## config.mk

```make
export PLATFORM = sky130hd
export DESIGN_NAME = si_nave_move_controller
export DESIGN_NICKNAME = d
export VERILOG_FILES = /design/src/rtl/si_nave_move_controller.sv
export SDC_FILE = /design/constraint.sdc
export NUM_CORES = 1
export LEC_CHECK = 0
export CORE_MARGIN = 1
export CORE_UTILIZATION = 35
export DETAILED_ROUTE_END_ITERATION = 12
export HOLD_SLACK_MARGIN = 0.15
export PLACE_DENSITY_LB_ADDON = 0.08
export REMOVE_ABC_BUFFERS = 1
export SYNTH_ARGS = -nofsm -noshare
export SYNTH_HDL_FRONTEND = slang
export SYNTH_SLANG_ARGS = --single-unit
```

## constraint.sdc

```tcl
create_clock -name SI_NAVE_CONTROLLER_CLOCK_50 -period 2.9 [get_ports SI_NAVE_CONTROLLER_CLOCK_50]
set_input_delay 0.435 -clock SI_NAVE_CONTROLLER_CLOCK_50 [delete_from_list [all_inputs] [get_ports SI_NAVE_CONTROLLER_CLOCK_50]]
set_output_delay 0.435 -clock SI_NAVE_CONTROLLER_CLOCK_50 [all_outputs]
set_load 0.1 [all_outputs]
```

## src/rtl/si_nave_move_controller.sv

```systemverilog
// Player ship position sequencer: synchronizes left/right buttons and steps a one-hot
// position on frame ticks with auto-repeat. Optional wrap-around via SI_NAVE_CONTROLLER_WRAP_EN.
module si_nave_move_controller #(
  parameter int          REPEAT_TICKS = 4,
  parameter logic [7:0]  INIT_POS     = 8'b00010000
) (
  input  logic       SI_NAVE_CONTROLLER_CLOCK_50,
  input  logic       SI_NAVE_CONTROLLER_RESET_InLow,
  input  logic       SI_NAVE_CONTROLLER_LEFT_IN,
  input  logic       SI_NAVE_CONTROLLER_RIGHT_IN,
  input  logic       SI_NAVE_CONTROLLER_TICK_IN,
  input  logic [1:0] SI_NAVE_CONTROLLER_IND_BUS_IN,
  output logic [7:0] SI_NAVE_CONTROLLER_BUS_OUT,
  output logic       SI_NAVE_CONTROLLER_MOVED_OUT,
  output logic [1:0] SI_NAVE_CONTROLLER_STATE_OUT
);

  typedef enum logic [1:0] {
    IDLE = 2'b00,
    PEND = 2'b01,
    HOLD = 2'b10
  } state_t;

  localparam logic [3:0] RELOAD = 4'(REPEAT_TICKS - 1);

  state_t      state_reg;
  logic [7:0]  pos_reg;
  logic        moved_reg;
  logic        dir_left_reg;
  logic [3:0]  cnt_reg;
  logic        left_meta_reg, left_sync_reg;
  logic        right_meta_reg, right_sync_reg;

  logic        req_left, req_right, req_held;
  logic [7:0]  step_pos;
  logic        step_moved;

  // Button synchronizers: two flops per input
  always_ff @(posedge SI_NAVE_CONTROLLER_CLOCK_50 or negedge SI_NAVE_CONTROLLER_RESET_InLow) begin
    if (!SI_NAVE_CONTROLLER_RESET_InLow) begin
      left_meta_reg  <= 1'b0;
      left_sync_reg  <= 1'b0;
      right_meta_reg <= 1'b0;
      right_sync_reg <= 1'b0;
    end else begin
      left_meta_reg  <= SI_NAVE_CONTROLLER_LEFT_IN;
      left_sync_reg  <= left_meta_reg;
      right_meta_reg <= SI_NAVE_CONTROLLER_RIGHT_IN;
      right_sync_reg <= right_meta_reg;
    end
  end

  assign req_left  = left_sync_reg & ~right_sync_reg;
  assign req_right = right_sync_reg & ~left_sync_reg;
  assign req_held  = dir_left_reg ? req_left : req_right;

  // Candidate position for a move in the latched direction. Rotation equals the plain
  // shift whenever the comparator allows the move, and can never drop the one-hot bit.
  always_comb begin
    step_pos   = pos_reg;
    step_moved = 1'b0;
    if (dir_left_reg) begin
      if (SI_NAVE_CONTROLLER_IND_BUS_IN[1]) begin
        step_pos   = {pos_reg[6:0], pos_reg[7]};
        step_moved = 1'b1;
      end
`ifdef SI_NAVE_CONTROLLER_WRAP_EN
      else if (SI_NAVE_CONTROLLER_IND_BUS_IN != 2'b00) begin
        step_pos   = 8'b00000001;
        step_moved = 1'b1;
      end
`endif
    end else begin
      if (SI_NAVE_CONTROLLER_IND_BUS_IN[0]) begin
        step_pos   = {pos_reg[0], pos_reg[7:1]};
        step_moved = 1'b1;
      end
`ifdef SI_NAVE_CONTROLLER_WRAP_EN
      else if (SI_NAVE_CONTROLLER_IND_BUS_IN != 2'b00) begin
        step_pos   = 8'b10000000;
        step_moved = 1'b1;
      end
`endif
    end
  end

  always_ff @(posedge SI_NAVE_CONTROLLER_CLOCK_50 or negedge SI_NAVE_CONTROLLER_RESET_InLow) begin
    if (!SI_NAVE_CONTROLLER_RESET_InLow) begin
      state_reg    <= IDLE;
      pos_reg      <= INIT_POS;
      moved_reg    <= 1'b0;
      dir_left_reg <= 1'b0;
      cnt_reg      <= 4'd0;
    end else begin
      moved_reg <= 1'b0;
      case (state_reg)
        IDLE: begin
          if (req_left || req_right) begin
            dir_left_reg <= req_left;
            state_reg    <= PEND;
          end
        end
        // The request check comes first so a drop coinciding with a tick suppresses the move
        PEND: begin
          if (!req_held) begin
            state_reg <= IDLE;
          end else if (SI_NAVE_CONTROLLER_TICK_IN) begin
            pos_reg   <= step_pos;
            moved_reg <= step_moved;
            cnt_reg   <= RELOAD;
            state_reg <= HOLD;
          end
        end
        HOLD: begin
          if (!req_held) begin
            state_reg <= IDLE;
          end else if (SI_NAVE_CONTROLLER_TICK_IN) begin
            if (cnt_reg != 4'd0) begin
              cnt_reg <= cnt_reg - 4'd1;
            end else begin
              pos_reg   <= step_pos;
              moved_reg <= step_moved;
              cnt_reg   <= RELOAD;
            end
          end
        end
        default: state_reg <= IDLE;
      endcase
    end
  end

  assign SI_NAVE_CONTROLLER_BUS_OUT   = pos_reg;
  assign SI_NAVE_CONTROLLER_MOVED_OUT = moved_reg;
  assign SI_NAVE_CONTROLLER_STATE_OUT = state_reg;

endmodule

```

; Word-level counts from Yosys, hierarchy flattened
; Cells that the tools add are included.
[totals]
reg_bits = 20
latchBits = 0
mem_bits_rw = 0
mem_bits_ro = 0
inputBits = 7
output_inout_bits = 11
elab_cells = 62
memories = 0
[classes]
addsub = 1
n_mul = 0
n_div = 0
order_cmp = 0
n_eq_ne = 10
shifts = 0
muxes = 30
n_bitwise = 4
n_reduce_logical = 8
[ops]
columns = operator, n
row1 = two-way mux 8 bit, 8
row2 = two-way mux 4 bit, 5
row3 = one-hot mux 8 bit (2 select lines), 1
row4 = inequality test 2 bit (second input constant), 7
row5 = two-way mux 1 bit, 9
row6 = two-way mux 2 bit, 4
row7 = one-hot mux 4 bit (2 select lines), 1
row8 = one-hot mux 2 bit (3 select lines), 1
row9 = AND reduction 6 bit, 1
row10 = AND reduction 5 bit, 1
row11 = nonzero test 4 bit, 1
row12 = subtractor 4 x 1 -> 4 bit (second input constant), 1
row13 = inequality test 3 bit (second input constant), 1
row14 = AND reduction 3 bit, 1
row15 = AND 1 bit, 2
row16 = == test 2 x 1 -> 1 bit (second input constant), 1
row17 = == test 2 bit (second input constant), 1
row18 = zero test 2 bit, 1
row19 = inverter 1 bit, 2
row20 = one-hot mux 1 bit (2 select lines), 1
row21 = AND reduction 2 bit, 1
row22 = nonzero test 2 bit, 1
row23 = logical OR 1 bit, 1

; Longest topological paths before layout
[depth]
ltp_word = 6
depth_mapped = 6
ltp_nobuf = 6

; Least setup slack after synthesis
; OpenSTA, ideal clock, no wires.
[synth_timing]
path_kind = reg2reg
start = register state_reg[0], in the netlist SI_NAVE_CONTROLLER_STATE_OUT[0]
end = register pos_reg[0], in the netlist SI_NAVE_CONTROLLER_BUS_OUT[0]
setup_time_ps = 126
arrival_ps = 2213
t_required_ps = 2774
setup_slack_ps = 561
stages_incl_launch_ff = 7
n_path_buf = 0
period_less_slack_ps = 2339
cell_sequence = dfrtp_1 inv_1 ha_1 inv_1 o22ai_2 o2111ai_4 mux2_2
[synth_via]
elab_chain_cells = 3
elab_cells_between_ends = 10
cone_classes = eq/ne (7) / mux (1) / reduce/logical (2)
[synth_lines]
columns = element, line_no
row1 = start: declaration, 26  ; state_t state_reg;
row2 = start signal: assignment, 89  ; state_reg <= IDLE;
row3 = start signal: assignment, 100  ; state_reg <= PEND;
row4 = start signal: assignment, 106  ; state_reg <= IDLE;
row5 = == test 2 bit / == test 2 x 1 -> 1 bit (equally long branches), 96  ; case (state_reg)
row6 = inequality test 2 bit (no source line) / nonzero test 2 bit (equally long branches), -
row7 = AND reduction 6 bit (no source line), -
row8 = end signal: assignment, 108  ; pos_reg <= step_pos;
row9 = end signal: assignment, 121  ; pos_reg <= step_pos;
row10 = end: declaration, 27  ; logic [7:0] pos_reg;
; Several ways; a longest one is shown, not always the timed one.
; A chain may end at the register's enable or synchronous reset.

; Final worst setup path
[layout_timing]
start = register dir_left_reg
end = register pos_reg[6], in the netlist SI_NAVE_CONTROLLER_BUS_OUT[6]
[layout_via]
elab_chain_cells = 5
elab_cells_between_ends = 11
cone_classes = eq/ne (2) / mux (8) / reduce/logical (1)
[layout_lines]
columns = element, line_no
row1 = start: declaration, 29  ; logic dir_left_reg;
row2 = start signal: assignment, 99  ; dir_left_reg <= req_left;
row3 = two-way mux 8 bit, 62  ; if (dir_left_reg) begin
row4 = two-way mux 8 bit, 118  ; if (cnt_reg != 4'd0) begin
row5 = two-way mux 8 bit, 117  ; end else if (SI_NAVE_CONTROLLER_TICK_IN) begin
row6 = two-way mux 8 bit, 115  ; if (!req_held) begin
row7 = one-hot mux 8 bit (2 select lines), 96
; Several ways; a longest one is shown, not always the timed one. The select of a mux whose other input is x is not followed.

==> flow_summary.ini <==
[status]
outcome = finished, final reports clean

[critical_path]
path_buf_inv = 0
r2r_slack_ps = 870
cp_max_fo = 12
cp_data_arrival_time_ps = 2230
setup.worst_path.class = flop to flop
crit_family = multiplexers
r2r-start = dir_left_reg$_DFFE_PN0P_
critPathRequiredTime_ps = 3100
worstReg2RegEnd = SI_NAVE_CONTROLLER_BUS_OUT[6]$_DFFE_PN0P_
max_stage_delay_ps = 690
endpoint_kind = flop
reg2regPathDepth = 4
critPathSlowestCell = dfrtp_1
cp_cell_sequence = mux2i_2 > nor2_2 > o2111ai_4 > mux2_2
cp-start-kind = flop

[grt]
grt-ovfl-total = 0
grt_usage_pct = 13.4
busiest_layer = met2
grt_max_degree = 21
grtUsageMet2_pct = 23.0
antenna_found_initial = 0
grtUsageMet3_pct = 4.69
grt_pass1_vias = 699
grt_first_pass_wirelength_um = 3330
use_met1_pct = 15.7

[logic_synthesis]
synth_cell_type_count = 23
ys_seq_area_share_pct = 45.3
synth-edff-count = 0
ys_warn_count = 0
synth.avg_cell_area_um2 = 12.9
syn-cell-area_um2 = 1110
ys.flop_type = dfrtp_1
synthArstFlopShare_pct = 100
postSynthCellCount = 86
synth_seq_cells = 20

[power_and_ir_drop]
power_frac_clock_pct = 22.6
seq_power_share_pct = 38.0
ir_drop_mv = 0.264
power.share.switching_pct = 39.3
power.leakage_nw = 0.650
power.density_nw_per_um2 = 746
finalPower_w = 0.00101
power_frac_comb_pct = 39.4
switchingPower_w = 0.000398
internal_power_w = 0.000614

[hold_path]
min_path_type = flop to flop
holdPathStages = 0
min_to = right_sync_reg$_DFF_PN0_
min_from = right_meta_reg$_DFF_PN0_

[place]
place_ws_ps = 891
place.gp.congestion = 0.761
dp_hpwl_um = 1420
portBuffers = 17
dpl-instance-area_um2 = 1310

[sta]
max-slew-margin-rel_pct = 65.2
min_period_ps = 2030
fmax_ghz = 0.493
rsz0062_at_grt = false
finalSetupTns_ps = 0
drv_slew = 0
final_hold_viol_count = 0
fin_crit_sh_pct = 70.0
layout_setup_ws_ps = 871
fin_skew_ps = 6.21
worst_pin_slew_ps = 522
report.final.setup_viol = 0

[cells_and_area]
layout_commonest_cell = dfrtp_1
final_cell_mix = dfrtp_1 (19), mux2_2 (18), buf_4 (12), ha_1 (10), inv_1 (9)
largest_reg_flops = 8
antenna_cells = 0
fill_cells = 288
layout.nets = 125
final_util_pct = 44.8
stdcell_area_um2 = 1360
area.growth.synth_to_final_pct = 22.6
drive_gt1_share_pct = 38.3

[die]
core_area_um2 = 3030
placementRows = 20
fp.dieH_um = 58.2
die-area_um2 = 3390
io_pins = 18
start_util_pct = 36.6
die_w_um = 58.2

[clocking]
post-cts-setup-buffers = 0
cts.htree.levels = 1
clk_pin_slew_worst_paths_ps = 120
ctsRootBufferMaster = clkbuf_4
clockBufferDepth = 2
post_cts_resized = 0
cts_tree = done
cts_hold_buf = 0
clkSinkCount = 20
clkLatencyLatePin_ps = 310
cts_buffers = 3

[flow_run]
cap_violations = 0

[drt]
wl_per_cell_um = 12.8
drtPass1Iterations = 3
drc_errors = 0
via_per_inst = 4.60
vias = 695
ant_nets = 0
drt_iter0_drc = 21
routed_wl_um = 1930
-- worst register-to-register path: stages, from the launching register on --
cell and delay (ps):
dfrtp_1 690, mux2i_2 400, nor2_2 110, o2111ai_4 340, mux2_2 390
-- kinds of logic after synthesis --
family | Yosys count | synth area share [%]
muxes | 24 | 24.5
AOI/OAI and AO/OA | 10 | 9.61
DFF | 20 | 45.3
and+or+nand+nor | 12 | 5.54
buffers and inverters | 10 | 3.73
adders and majority gates | 10 | 11.3
-- per-layer routing --
metal	wire length, µm	vias up
li1	-	346
met1	872	333
met2	955	14
met3	81	2
met4	19	0
met5	0	-
-- area by class of cell --
type                    instances  area (µm²)  area share (%)
clock buffers                   3        22.5            1.66
clock inverters                 1        30.0            2.21
repair buffers                 18         150            11.1
well taps                      44        55.1            4.06
flip-flops and latches         20         502            37.0
inverters                       9        33.8            2.49
multi-input cells              56         564            41.6
-- cell usage after synthesis (all sizes together), types with 2 or more instances --
cell type / number / area [µm²]
mux2: 19 / 218
o21ai: 2 / 10.0
dfrtp: 19 / 475
inv: 9 / 33.8
nand2: 4 / 15.0
ha: 10 / 125
o2bb2ai: 2 / 17.5
mux2i: 5 / 53.8
a21oi: 2 / 10.0
nor3: 3 / 15.0
-- power groups by stage --
stage	clock network [W]	registers, W	logic [W]
finish	0.000229	0.000384	0.000399
global route	0.000252	0.000391	0.000432
floorplan	0	0.000478	0.000220
global placement	0	0.000387	0.000404
CTS	0.000236	0.000384	0.000406
detailed placement	0	0.000390	0.000402
-- metrics by stage --
stage / instances / hold WS, ps
floorplan: 85 / 139
detailed placement: 147 / 336
global placement: 147 / 332
finish: 151 / 361
CTS: 151 / 365
global route: 151 / 375
-- how the worst max path moves through the flow --
stage	from	endpoint	slack (ps)	cells after the start
2_1_floorplan	SI_NAVE_CONTROLLER_STATE_OUT[0]$_DFFE_PN0P_	SI_NAVE_CONTROLLER_BUS_OUT[0]$_DFFE_PN0P_	560	6
3_3_place_gp	SI_NAVE_CONTROLLER_TICK_IN	SI_NAVE_CONTROLLER_BUS_OUT[7]$_DFFE_PN0P_	920	5
5_1_grt	dir_left_reg$_DFFE_PN0P_	SI_NAVE_CONTROLLER_BUS_OUT[3]$_DFFE_PN0P_	790	4
4_1_cts	dir_left_reg$_DFFE_PN0P_	SI_NAVE_CONTROLLER_BUS_OUT[6]$_DFFE_PN0P_	870	4
6_report	dir_left_reg$_DFFE_PN0P_	SI_NAVE_CONTROLLER_BUS_OUT[6]$_DFFE_PN0P_	870	4
3_5_place_dp	dir_left_reg$_DFFE_PN0P_	SI_NAVE_CONTROLLER_BUS_OUT[6]$_DFFE_PN0P_	890	4
Note: power is estimated with default switching activity, not from simulation.
